[config.mk]
export PLATFORM = sky130hd
export DESIGN_NAME = wishbone_arbiter2_flat
export DESIGN_NICKNAME = d
export VERILOG_FILES = /design/src/rtl/wishbone_arbiter2_if.sv /design/src/rtl/wishbone_arbiter2.sv /design/src/flat_wrapper.sv
export SDC_FILE = /design/constraint.sdc
export NUM_CORES = 1
export LEC_CHECK = 0
export ABC_AREA = 1
export CAP_MARGIN = 20
export CORE_AREA = 4 4 122 124
export CTS_CLUSTER_SIZE = 40
export DETAILED_ROUTE_END_ITERATION = 10
export DIE_AREA = 0 0 126 128
export SETUP_SLACK_MARGIN = 0.5
export SLEW_MARGIN = 20
export SYNTH_ARGS = -nofsm -noshare
export SYNTH_HDL_FRONTEND = slang
export SYNTH_SLANG_ARGS = --single-unit
[constraint.sdc]
create_clock -name clk -period 1.9 [get_ports clk]
set_input_delay 0.285 -clock clk [delete_from_list [all_inputs] [get_ports clk]]
set_output_delay 0.285 -clock clk [all_outputs]
set_load 0.02 [all_outputs]
[src/rtl/wishbone_arbiter2_if.sv]
// Single Wishbone link: one master, one slave, classic single-cycle handshake.
// The master modport drives the request side, and the slave modport answers it.
interface wishbone_arbiter2_if;
    logic [31:0] addr;
    logic [31:0] wdata;
    logic [31:0] rdata;
    logic        we;
    logic [3:0]  sel;
    logic        stb;
    logic        cyc;
    logic        ack;

    modport master (
        output addr, wdata, we, sel, stb, cyc,
        input  rdata, ack
    );

    modport slave (
        input  addr, wdata, we, sel, stb, cyc,
        output rdata, ack
    );
endinterface

[src/rtl/wishbone_arbiter2.sv]
// Two-master, one-slave Wishbone arbiter with round-robin tie-break and ack watchdog.
// Master 0 is the CPU data bus and master 1 is the instruction bus.
module wishbone_arbiter2 #(
    parameter int unsigned TIMEOUT = 255
) (
    input  logic                 clk,
    input  logic                 rst,
    wishbone_arbiter2_if.slave   m0,
    wishbone_arbiter2_if.slave   m1,
    wishbone_arbiter2_if.master  s,
    output logic                 timeout_o,
    output logic [1:0]           grant_o
);

    localparam logic [7:0] CNT_LAST = 8'(TIMEOUT - 1);

    // The abort state remembers its owner so that the terminating ack reaches the right master.
    typedef enum logic [2:0] {
        IDLE,
        GRANT0,
        GRANT1,
        ABORT0,
        ABORT1
    } state_t;

    state_t     state, state_nxt;
    logic [7:0] cnt, cnt_nxt;
    logic       last, last_nxt;

    logic own_is_m1;
    logic own_cyc;
    logic own_stb;

    assign own_is_m1 = (state == GRANT1) || (state == ABORT1);
    assign own_cyc   = own_is_m1 ? m1.cyc : m0.cyc;
    assign own_stb   = own_is_m1 ? m1.stb : m0.stb;

    // NOTE: reset is sampled on the clock edge only; rst is not in the sensitivity list.
    always_ff @(posedge clk) begin
        if (!rst) begin
            state <= IDLE;
            cnt   <= 8'd0;
            last  <= 1'b1;
        end else begin
            state <= state_nxt;
            cnt   <= cnt_nxt;
            last  <= last_nxt;
        end
    end

    // NOTE: every comb output gets a default first, so no path can infer a latch.
    always_comb begin
        state_nxt = state;
        cnt_nxt   = cnt;
        last_nxt  = last;
        unique case (state)
            IDLE: begin
                cnt_nxt = 8'd0;
                if (m0.cyc && m1.cyc) begin
                    state_nxt = last ? GRANT0 : GRANT1;
                    last_nxt  = ~last;
                end else if (m0.cyc) begin
                    state_nxt = GRANT0;
                end else if (m1.cyc) begin
                    state_nxt = GRANT1;
                end
            end
            GRANT0, GRANT1: begin
                if (!own_cyc) begin
                    state_nxt = IDLE;
                end else if (s.ack) begin
                    cnt_nxt = 8'd0;
                end else if (own_stb) begin
                    if (cnt == CNT_LAST) begin
                        state_nxt = (state == GRANT1) ? ABORT1 : ABORT0;
                        cnt_nxt   = 8'd0;
                    end else begin
                        cnt_nxt = cnt + 8'd1;
                    end
                end
            end
            ABORT0, ABORT1: begin
                // A zero count marks the first abort cycle; afterwards it is held non-zero.
                cnt_nxt = 8'd1;
                if (!own_cyc) begin
                    state_nxt = IDLE;
                end
            end
            default: state_nxt = IDLE;
        endcase
    end

    always_comb begin
        s.addr    = 32'd0;
        s.wdata   = 32'd0;
        s.we      = 1'b0;
        s.sel     = 4'd0;
        s.stb     = 1'b0;
        s.cyc     = 1'b0;
        m0.rdata  = 32'd0;
        m0.ack    = 1'b0;
        m1.rdata  = 32'd0;
        m1.ack    = 1'b0;
        timeout_o = 1'b0;
        grant_o   = 2'b00;
        unique case (state)
            IDLE: ;
            GRANT0: begin
                s.addr   = m0.addr;
                s.wdata  = m0.wdata;
                s.we     = m0.we;
                s.sel    = m0.sel;
                s.stb    = m0.stb;
                s.cyc    = m0.cyc;
                m0.rdata = s.rdata;
                m0.ack   = s.ack;
                grant_o  = 2'b01;
            end
            GRANT1: begin
                s.addr   = m1.addr;
                s.wdata  = m1.wdata;
                s.we     = m1.we;
                s.sel    = m1.sel;
                s.stb    = m1.stb;
                s.cyc    = m1.cyc;
                m1.rdata = s.rdata;
                m1.ack   = s.ack;
                grant_o  = 2'b10;
            end
            ABORT0: begin
                grant_o = 2'b01;
                if (cnt == 8'd0) begin
                    m0.ack    = 1'b1;
                    m0.rdata  = 32'hFFFF_FFFF;
                    timeout_o = 1'b1;
                end
            end
            ABORT1: begin
                grant_o = 2'b10;
                if (cnt == 8'd0) begin
                    m1.ack    = 1'b1;
                    m1.rdata  = 32'hFFFF_FFFF;
                    timeout_o = 1'b1;
                end
            end
            default: ;
        endcase
    end

endmodule

[src/flat_wrapper.sv]
// flat-port wrapper written by rule: the top's interface ports become plain ports
module wishbone_arbiter2_flat 
#(
    parameter int unsigned TIMEOUT = 255
)
  (clk, rst, timeout_o, grant_o, m0_addr, m0_wdata, m0_we, m0_sel, m0_stb, m0_cyc, m0_rdata, m0_ack, m1_addr, m1_wdata, m1_we, m1_sel, m1_stb, m1_cyc, m1_rdata, m1_ack, s_addr, s_wdata, s_we, s_sel, s_stb, s_cyc, s_rdata, s_ack);
  wishbone_arbiter2_if m0_i ();
  wishbone_arbiter2_if m1_i ();
  wishbone_arbiter2_if s_i ();
  input  logic clk;
  input  logic rst;
  output logic timeout_o;
  output logic [1:0] grant_o;
  input wire logic [$bits(m0_i.addr)-1:0] m0_addr;
  input wire logic [$bits(m0_i.wdata)-1:0] m0_wdata;
  input wire logic [$bits(m0_i.we)-1:0] m0_we;
  input wire logic [$bits(m0_i.sel)-1:0] m0_sel;
  input wire logic [$bits(m0_i.stb)-1:0] m0_stb;
  input wire logic [$bits(m0_i.cyc)-1:0] m0_cyc;
  output wire logic [$bits(m0_i.rdata)-1:0] m0_rdata;
  output wire logic [$bits(m0_i.ack)-1:0] m0_ack;
  input wire logic [$bits(m1_i.addr)-1:0] m1_addr;
  input wire logic [$bits(m1_i.wdata)-1:0] m1_wdata;
  input wire logic [$bits(m1_i.we)-1:0] m1_we;
  input wire logic [$bits(m1_i.sel)-1:0] m1_sel;
  input wire logic [$bits(m1_i.stb)-1:0] m1_stb;
  input wire logic [$bits(m1_i.cyc)-1:0] m1_cyc;
  output wire logic [$bits(m1_i.rdata)-1:0] m1_rdata;
  output wire logic [$bits(m1_i.ack)-1:0] m1_ack;
  output wire logic [$bits(s_i.addr)-1:0] s_addr;
  output wire logic [$bits(s_i.wdata)-1:0] s_wdata;
  output wire logic [$bits(s_i.we)-1:0] s_we;
  output wire logic [$bits(s_i.sel)-1:0] s_sel;
  output wire logic [$bits(s_i.stb)-1:0] s_stb;
  output wire logic [$bits(s_i.cyc)-1:0] s_cyc;
  input wire logic [$bits(s_i.rdata)-1:0] s_rdata;
  input wire logic [$bits(s_i.ack)-1:0] s_ack;
  assign m0_i.addr = m0_addr;
  assign m0_i.wdata = m0_wdata;
  assign m0_i.we = m0_we;
  assign m0_i.sel = m0_sel;
  assign m0_i.stb = m0_stb;
  assign m0_i.cyc = m0_cyc;
  assign m0_rdata = m0_i.rdata;
  assign m0_ack = m0_i.ack;
  assign m1_i.addr = m1_addr;
  assign m1_i.wdata = m1_wdata;
  assign m1_i.we = m1_we;
  assign m1_i.sel = m1_sel;
  assign m1_i.stb = m1_stb;
  assign m1_i.cyc = m1_cyc;
  assign m1_rdata = m1_i.rdata;
  assign m1_ack = m1_i.ack;
  assign s_addr = s_i.addr;
  assign s_wdata = s_i.wdata;
  assign s_we = s_i.we;
  assign s_sel = s_i.sel;
  assign s_stb = s_i.stb;
  assign s_cyc = s_i.cyc;
  assign s_i.rdata = s_rdata;
  assign s_i.ack = s_ack;
  wishbone_arbiter2 #(.TIMEOUT(TIMEOUT)) u_core (.clk(clk), .rst(rst), .m0(m0_i), .m1(m1_i), .s(s_i), .timeout_o(timeout_o), .grant_o(grant_o));
endmodule
* After elaboration in Yosys (flattened, before gate mapping) *
Index checks and enable logic that the tools add are counted.

storage, ports and cells
  output and inout port bits = 140
  logic and storage cells = 61
  input port bits = 177
  flip-flop bits (word level) = 12

operators by class
  muxes and demuxes = 32
  equal/unequal tests = 12
  add/subtract/negate cells = 1
  reduce and logical (&&, ||, !) cells = 12
  bitwise logic cells = 1

operators with widths
  kind                                                                     count
  32-bit case mux with 2 select lines                                      4
  32-bit 2-to-1 mux                                                        1
  8-bit 2-to-1 mux                                                         4
  3-bit 2-to-1 mux                                                         9
  8-bit case mux with 3 select lines                                       1
  1-bit case mux with 2 select lines                                       5
  3-bit inequality test, second input constant                             3
  3-bit case mux with 3 select lines                                       1
  8-bit by 1-bit adder with 8-bit output, second input constant            1
  8-bit equality test, second input constant                               1
  8-bit logical NOT                                                        1
  4-bit case mux with 2 select lines                                       1
  2-bit OR reduction                                                       4
  3-bit by 2-bit equality test with 1-bit output, second input constant    2
  5-bit AND reduction                                                      1
  1-bit 2-to-1 mux                                                         4
  4-bit by 3-bit inequality test with 1-bit output, second input constant  1
  2-bit case mux with 2 select lines                                       1
  3-bit by 1-bit equality test with 1-bit output, second input constant    1
  3-bit equality test, second input constant                               1
  3-bit logical NOT                                                        1
  3-bit by 2-bit inequality test with 1-bit output, second input constant  1
  3-bit AND reduction                                                      1
  3-bit nonzero test                                                       1
  7 further kinds                                                          7

* Longest topological paths before layout *
Gate-level depths: netlist of the first run.

  depth in word-level cells = 7
  mapped depth = 13
  gate-level depth less buffers = 13

* Worst setup path after synthesis of the first run *
No wires, ideal clock.

  path type = register to output
  start = reg u_core.cnt[0]
  end = out m0_rdata[23]
  path buffers = 1
  required time = 1615 ps
  path slack = 104 ps
  cell stages (with the launch flop) = 8
  data arrival time = 1511 ps
  path through = dfxtp_1 > inv_1 > ha_1 > nand4_1 > nor4_1 > nand3_1 > clkbuf_1 > o21ai_0

on the way
  longest elaborated chain between the ends = 3

ends and longest elaborated chain
  element                              line                      RTL
  from (decl)                          wishbone_arbiter2.sv:27   logic [7:0] cnt, cnt_nxt;
  from (signal assigned)               wishbone_arbiter2.sv:46   cnt <= cnt_nxt;
  8-bit logical NOT                    wishbone_arbiter2.sv:132  if (cnt == 8'd0) begin
  32-bit 2-to-1 mux                    wishbone_arbiter2.sv:132
  32-bit case mux with 2 select lines  wishbone_arbiter2.sv:106  unique case (state)
  to (decl)                            flat_wrapper.sv:20        output wire logic [$bits(m0_i.rdata)-1:0] m0_rdata;

Every way passes these cells.

* Worst setup path after layout of the first run *
  start = reg u_core.cnt[1]
  end = out m1_rdata[1]

on the way
  longest elaborated chain between the ends = 3

ends and longest elaborated chain
  element                              line                      RTL
  8-bit logical NOT                    wishbone_arbiter2.sv:140  if (cnt == 8'd0) begin
  32-bit 2-to-1 mux                    wishbone_arbiter2.sv:140
  32-bit case mux with 2 select lines  wishbone_arbiter2.sv:106
  to (decl)                            flat_wrapper.sv:28        output wire logic [$bits(m1_i.rdata)-1:0] m1_rdata;

Every way passes these cells.

==> results by group, run 1 <==
Power
  • Maximum vdd drop: 0.521 mV
  • Clock share of power: 4.3%
  • Proportion of power drawn by flip-flops and latches: 3.6%
  • Part of the power in combinational logic: 92.1%
  • Switching Share: 45.2%
  • Power per Cell Area: 1240 mW/mm²
  • Static Leakage: 3.96 nW
  • Sw power: 4.63 mW
  • Internal power component: 5.62 mW
  • Post-layout power: 10.2 mW

Synth
  • Post-synthesis register bit count: 12
  • Number of enable-type register cells in the synthesized netlist: 0
  • Commonest cells in the netlist: sky130_fd_sc_hd__a32o_1 (70), sky130_fd_sc_hd__o21ai_0 (67), sky130_fd_sc_hd__inv_1 (53)
  • Mean instance size in the synthesized netlist: 6.18 µm²
  • Number of distinct library cells after synthesis: 26
  • Post-synthesis instance area: 0.00225 mm²
  • Synth warnings: 0
  • Leading register cell type out of synthesis: sky130_fd_sc_hd__dfxtp_1
  • Largest area contributor in the synthesized netlist: sky130_fd_sc_hd__a32o_1
  • Leading cell types by total area after synthesis: sky130_fd_sc_hd__a32o_1 (31%), sky130_fd_sc_hd__o21ai_0 (15%), sky130_fd_sc_hd__dfxtp_1 (11%), sky130_fd_sc_hd__inv_1 (8.8%), sky130_fd_sc_hd__nand2_1 (7.2%)
  • Portion of the post-synthesis area used by sequential elements: 10.7%
  • Syn Nets: 544
  • Synth Instances: 364
  • Synth async-reset ratio: 0%
  • Portion of synthesized cell area occupied by the leading cell type: 31.1%
  • Most numerous cell in the Yosys netlist: sky130_fd_sc_hd__a32o_1

STA
  • Time the final worst path needs with I/O delays and setup: 2.11 ns
  • RSZ-0062 raised after global routing: yes
  • Aggregate negative setup slack: -19.21 ns
  • Minimum hold slack: 0.519 ns
  • Worst Setup Slack, final: -0.211 ns
  • Final-report hold violation count: 0
  • Worst clock skew: 0.00140 ns
  • Final period utilization: 111%
  • Transition time at the pin with the least slew margin: 0.790 ns
  • Total setup violations reported at the end of the flow: 138
  • Max-slew headroom at the worst pin: 47.3%
  • Final Max Tran Viols: 0
  • Maximum clock frequency: 474 MHz

Critical path
  • Worst path cell trace: inv_2, ha_1, nand4_1, nor4_4, nand3_2, buf_6, clkbuf_16, o21ai_2, buf_6
  • Critical path arrival: 1.83 ns
  • Slowest stage cell on the critical path: sky130_fd_sc_hd__dfxtp_2
  • Sum of buffers and inverters on the critical path: 4
  • Cell family contributing the most delay on the critical path: simple AND/OR/NAND/NOR gates
  • Top fanout value on the critical path: 8
  • Nature of the critical path endpoint: output pin
  • Cell seen most often among critical-path stages: sky130_fd_sc_hd__buf_6
  • Worst stage delay on the critical path: 0.32 ns
  • Endpoint required time on the critical path: 1.62 ns
  • Type of origin of the critical path: flip-flop
  • Crit. Startpoint: u_core.cnt[1]$_SDFFE_PN0P_
  • Critical register-to-register path startpoint: u_core.state[2]$_SDFFE_PN0P_
  • Critical path start-end classification: flip-flop to output pin

Cells and area
  • Count of non-filler cells in the finished layout: 949
  • Final design instance area without fill: 0.00826 mm²
  • Layout cell share with drive strength beyond 1: 59.3%
  • Count of filler cells inserted in the layout: 1120
  • # nets final: 948
  • Area taken by multi-input logic gates: 0.00245 mm²
  • Register area: 254 µm²
  • Area delta synth->final: 267%

Global routing
  • Remaining global-route overflow: 0
  • Tot GR Track Use: 21.8%
  • First-pass GRT wire length: 27.7 mm
  • Vias in the first global route: 4737
  • Number of antenna violations at the first check in global routing: 2
  • Pin count of the biggest net entering global routing: 38

Detailed routing
  • Residual DRC count: 0
  • Number of antenna-violating nets in the routed design: 0
  • Routed via count: 4532
  • First drt pass iteration count: 4
  • Routed vias/inst: 4.78
  • Routed wire per std cell: 20.6 µm
  • Count of routing violations after the opening detailed-route iteration: 184
  • Final wirelength: 19.6 mm

CTS
  • Root buf cell: sky130_fd_sc_hd__clkbuf_16
  • Clock-pin slew on the worst setup and hold paths: 0.05 ns
  • Total of hold buffers inserted after clock tree synthesis: 0
  • Clock tree from TritonCTS: done
  • Longest Clk Path Bufs: 2
  • Clock latency reported for the late side of the worst-skew pair: 0.24 ns
  • Clock sink total: 12
  • H-tree levels: 1
  • Inserted Clock Buffers: 3

Floorplanning
  • Number of ports placed on the die boundary: 317
  • Core Footprint: 0.0138 mm²
  • Number of standard-cell rows in the floorplan: 43
  • Overall die height: 128 µm
  • Initial standard-cell utilization of the core: 16.3%
  • Die Outline Area: 0.0161 mm²
  • Die W: 126 µm

Worst hold path
  • Worst hold path type: flip-flop to flip-flop
  • Worst hold start: u_core.last$_SDFFE_PN1P_

Placement
  • Placed wire-length estimate after detailed placement: 13.9 mm
  • Gp weighted congestion: 0.985
  • Buffers on Ports: 316
  • Placed standard-cell area: 0.00638 mm²
  • Number of instances in the placed design: 870

Status
  • Result of the run: complete, but fails checks
  • Violated checks: setup timing

Flow run
  • Max Cap Violations: 0
==> path summary, 6_finish.rpt <==
| kind | to | slack [ns] | cells past startpoint |
|---|---|---|---|
| worst min-delay path | u_core.last$_SDFFE_PN1P_ | 0.52 | 2 |
| worst min register to register | u_core.last$_SDFFE_PN1P_ | 0.52 | 2 |
| worst max register to register | u_core.cnt[0]$_SDFFE_PN0P_ | 0.15 | 11 |
| worst max-delay path | m1_rdata[1] | -0.21 | 9 |
==> state kept, by name (all words and copies together), names as in the netlist <==
signal	cells
u_core.last	1
u_core.cnt	8
u_core.state	3
==> worst reg2reg max path, stage by stage (launching register included) <==
cell,delay (ns)
sky130_fd_sc_hd__dfxtp_4,0.37
sky130_fd_sc_hd__buf_6,0.12
sky130_fd_sc_hd__buf_6,0.11
sky130_fd_sc_hd__inv_4,0.05
sky130_fd_sc_hd__nand3_4,0.15
sky130_fd_sc_hd__buf_6,0.19
sky130_fd_sc_hd__nand2_8,0.09
sky130_fd_sc_hd__nand3_4,0.09
sky130_fd_sc_hd__nor2_4,0.21
sky130_fd_sc_hd__nor2_4,0.08
sky130_fd_sc_hd__o21ai_1,0.12
sky130_fd_sc_hd__nor2_1,0.06
==> area by class of cell <==
class                   instances  share of cell area (%)
diodes                          2                  0.0606
clock buffers                   4                    1.08
inverters                      58                    2.79
multi-input cells             259                    29.7
flip-flops and latches         12                    3.08
well taps                     180                    2.73
repair buffers                434                    60.6
==> power groups by stage <==
stage | combinational [mW] | sequential (mW) | clock, mW
floorplan | 3.62 | 0.355 | 0
global placement | 6.66 | 0.360 | 0
detailed placement | 6.70 | 0.362 | 0
CTS | 8.40 | 0.365 | 0.454
global route | 9.91 | 0.374 | 0.460
finish | 9.44 | 0.367 | 0.444
==> kinds of logic (layout without fill, tap and decap cells) <==
group | after synthesis | count (layout) | share of synthesized area [%]
adder cells (fa/ha/maj) | 3 | 3 | 1.67
buffers and inverters | 94 | 496 | 16.1
XOR/XNOR | 1 | 1 | 0.389
other | 0 | 2 | 0
flip-flops | 12 | 12 | 10.7
AO/OA/AOI/OAI | 147 | 147 | 48.4
AND/OR/NAND/NOR | 107 | 108 | 22.8
==> metal layers <==
metal | global-route usage, % | routed length, µm | share of wire (%)
met5 | 0 | 0 | 0
met2 | 40.7 | 10300 | 52
met4 | 5.05 | 378 | 1.9
met1 | 25.4 | 7530 | 38
met3 | 4.75 | 1400 | 7.2
==> through the flow <==
stage	setup WS, ns	util [%]
finish	-0.211	59.9
global route	-0.322	59.9
CTS	-0.256	54.5
detailed placement	-0.440	46.3
floorplan	0.251	-
global placement	-0.397	46.3
==> placed cells by master, fill, tap and decap left out, types with 3 or more instances in the layout <==
master                            Yosys  final
sky130_fd_sc_hd__clkdlybuf4s50_1      0    176
sky130_fd_sc_hd__buf_6                1    175
sky130_fd_sc_hd__a32o_2               0     70
sky130_fd_sc_hd__inv_1               53     49
sky130_fd_sc_hd__buf_4                0     40
sky130_fd_sc_hd__o21ai_2              0     38
sky130_fd_sc_hd__nand2_1             43     33
sky130_fd_sc_hd__o21ai_4              0     31
sky130_fd_sc_hd__nor2_1              26     23
sky130_fd_sc_hd__buf_12               0     19
sky130_fd_sc_hd__buf_16               0     15
sky130_fd_sc_hd__nand2_4              1     10
sky130_fd_sc_hd__clkbuf_16            0      8
sky130_fd_sc_hd__nand4_1              7      7
sky130_fd_sc_hd__nand3_2              2      7
sky130_fd_sc_hd__dfxtp_1             12      7
sky130_fd_sc_hd__inv_2                5      6
sky130_fd_sc_hd__nor2_4               2      6
sky130_fd_sc_hd__nand3_4              0      5
sky130_fd_sc_hd__nand2_2              5      5
sky130_fd_sc_hd__nand3_1             15      5
sky130_fd_sc_hd__a21oi_1              5      5
sky130_fd_sc_hd__nor2_2               3      3
sky130_fd_sc_hd__ha_1                 3      3
sky130_fd_sc_hd__buf_8                0      3
sky130_fd_sc_hd__dfxtp_4              0      3
==> timing repair <==
action,in CTS,in global routing
endpoints found under the setup margin,151,152
cloned,16,5
gates resized for setup,730,220
pin swaps,14,43
setup buffers,41,11
Note: power is estimated with default switching activity, not from simulation.
==> run 2, diff against run 1 <==
--- a/config.mk
+++ b/config.mk
@@ -7,10 +7,10 @@
 export LEC_CHECK = 0
 export ABC_AREA = 1
 export CAP_MARGIN = 20
-export CORE_AREA = 4 4 122 124
+export CORE_AREA = 4 4 121 123
 export CTS_CLUSTER_SIZE = 40
 export DETAILED_ROUTE_END_ITERATION = 10
-export DIE_AREA = 0 0 126 128
+export DIE_AREA = 0 0 125 127
 export SETUP_SLACK_MARGIN = 0.5
 export SLEW_MARGIN = 20
 export SYNTH_ARGS = -nofsm -noshare
==> constraint.sdc (replaced) <==
create_clock -name clk -period 2.5 [get_ports clk]
set_input_delay 0.375 -clock clk [delete_from_list [all_inputs] [get_ports clk]]
set_output_delay 0.375 -clock clk [all_outputs]
set_load 0.02 [all_outputs]
==> results by group, run 2 (synthesized netlist as in run 1, its figures left out) <==
Status
  • Result of the run: finished, final reports clean

Power
  • Proportion of power drawn by flip-flops and latches: 5.9%
  • Maximum vdd drop: 0.367 mV
  • Clock share of power: 6.0%
  • Switching Share: 55.5%
  • Static Leakage: 2.57 nW
  • Power per Cell Area: 899 mW/mm²
  • Sw power: 2.71 mW
  • Part of the power in combinational logic: 88.1%
  • Internal power component: 2.18 mW
  • Post-layout power: 4.89 mW

Critical path
  • Critical path arrival: 1.88 ns
  • Type of origin of the critical path: flip-flop
  • Crit. Startpoint: u_core.cnt[0]$_SDFFE_PN0P_
  • Nature of the critical path endpoint: output pin
  • Endpoint required time on the critical path: 2.12 ns
  • Critical path start-end classification: flip-flop to output pin
  • Top fanout value on the critical path: 34
  • Setup slack of the most critical reg-to-reg path: 0.73 ns
  • Critical register-to-register path startpoint: u_core.state[2]$_SDFFE_PN0P_

Detailed routing
  • Routed wire per std cell: 20.1 µm
  • Final wirelength: 17.1 mm
  • Routed vias/inst: 4.94
  • Count of routing violations after the opening detailed-route iteration: 300
  • First drt pass iteration count: 5
  • Routed via count: 4194
  • Residual DRC count: 0
  • Number of antenna-violating nets in the routed design: 0

Cells and area
  • Largest regs: u_core.cnt: 8 flops, u_core.state: 3 flops, u_core.last: 1 flops
  • Largest reg by FF count: u_core.cnt
  • Leading cell type in the layout, fill and taps excluded: sky130_fd_sc_hd__clkdlybuf4s50_1
  • # nets final: 851
  • Diode insertion count for antenna repair: 0
  • Number of flip-flops under the largest register name: 8
  • Layout cell share with drive strength beyond 1: 28.1%
  • Area delta synth->final: 142%
  • Count of non-filler cells in the finished layout: 849
  • Most frequent cells in the layout: sky130_fd_sc_hd__clkdlybuf4s50_1 (176), sky130_fd_sc_hd__a32o_1 (68), sky130_fd_sc_hd__o21ai_0 (67)

STA
  • Final Max Tran Viols: 0
  • Transition time at the pin with the least slew margin: 0.479 ns
  • Maximum clock frequency: 443 MHz
  • Final-report hold violation count: 0
  • Minimum hold slack: 0.481 ns
  • Time the final worst path needs with I/O delays and setup: 2.26 ns
  • Max-slew headroom at the worst pin: 68.0%
  • Total setup violations reported at the end of the flow: 0
  • Final period utilization: 90.3%
  • Worst clock skew: 0.00299 ns
  • Aggregate negative setup slack: 0 ns
  • RSZ-0062 raised after global routing: yes

Global routing
  • First-pass GRT wire length: 24.1 mm
  • Vias in the first global route: 4115
  • Number of antenna violations at the first check in global routing: 0
  • Remaining global-route overflow: 0
  • Pin count of the biggest net entering global routing: 72
  • Tot GR Track Use: 18.9%

CTS
  • Longest Clk Path Bufs: 2
  • Inserted Clock Buffers: 3
  • Root buf cell: sky130_fd_sc_hd__clkbuf_16
  • Clock latency reported for the late side of the worst-skew pair: 0.24 ns
  • Clock tree from TritonCTS: done
  • Clock-pin slew on the worst setup and hold paths: 0.05 ns
  • Clock sink total: 12
  • H-tree levels: 1

Worst hold path
  • Worst hold path type: flip-flop to flip-flop
  • Worst hold start: u_core.last$_SDFFE_PN1P_

Floorplanning
  • Initial standard-cell utilization of the core: 16.5%
  • Number of ports placed on the die boundary: 317
  • Die Outline Area: 0.0159 mm²
  • Overall die height: 127 µm
  • Core Footprint: 0.0137 mm²
  • Die W: 125 µm
  • Number of standard-cell rows in the floorplan: 43

Placement
  • Number of instances in the placed design: 837
  • Gp weighted congestion: 0.869
  • Placed wire-length estimate after detailed placement: 13.0 mm
  • Buffers on Ports: 316

Flow run
  • Max Cap Violations: 0
## run 2: metal layers
layer / routed length [µm] / GRT usage (%) / vias up
met5: 0 / 0 / -
met4: 298 / 3.06 / 0
met3: 1410 / 4.31 / 18
met2: 8540 / 33.5 / 259
met1: 6840 / 23.8 / 1978
li1: - / - / 1939
## run 2: cell type report
cell class	instances	area, µm²
fill	1434	8220
timing repair buffer	338	3010
multi-input combinational	258	1670
sequential	12	246
tap	180	225
inverter	58	220
clock buffer	3	75.1
## run 2: through the flow
stage	setup WS (ns)	utilization [%]	area, µm²
floorplan	0.614	-	2250
CTS	0.285	41.8	5710
finish	0.243	39.8	5440
detailed placement	0.0411	41.9	5720
global placement	0.0791	41.9	5720
global route	0.162	39.8	5440
## run 2: path summary, 6_finish.rpt
kind,cells past startpoint,end
worst max-delay path,8,m1_rdata[21]
worst min-delay path,2,u_core.last$_SDFFE_PN1P_
worst max register to register,12,u_core.state[2]$_SDFFE_PN0P_
worst min register to register,2,u_core.last$_SDFFE_PN1P_
## run 2: worst max-delay path, cell delays in order (launching register included)
cell and delay, ns:
sky130_fd_sc_hd__dfxtp_1 0.31, sky130_fd_sc_hd__inv_1 0.07, sky130_fd_sc_hd__ha_1 0.14, sky130_fd_sc_hd__nand4_1 0.11, sky130_fd_sc_hd__nor4_2 0.32, sky130_fd_sc_hd__nand3_1 0.16
sky130_fd_sc_hd__buf_8 0.20, sky130_fd_sc_hd__o21ai_0 0.10, sky130_fd_sc_hd__buf_2 0.20
## run 2: what timing repair did
| item | 4_1_cts | 5_1_grt |
|---|---|---|
| endpoints found under the setup margin | 139 | 150 |
| hold buffers | 0 | 0 |
| gates cloned | 2 | 3 |
| setup buffers | 0 | 4 |
| gates resized for setup | 386 | 193 |
| pin swaps | 0 | 4 |
## run 2: power by group through the flow
stage,Sequential [mW],Clock [mW],Combinational [mW]
after detailed placement,0.283,0,4.57
after global placement,0.282,0,4.54
after floorplan,0.258,0,2.31
after CTS,0.281,0.294,4.32
after global routing,0.295,0.307,4.57
final,0.290,0.293,4.31
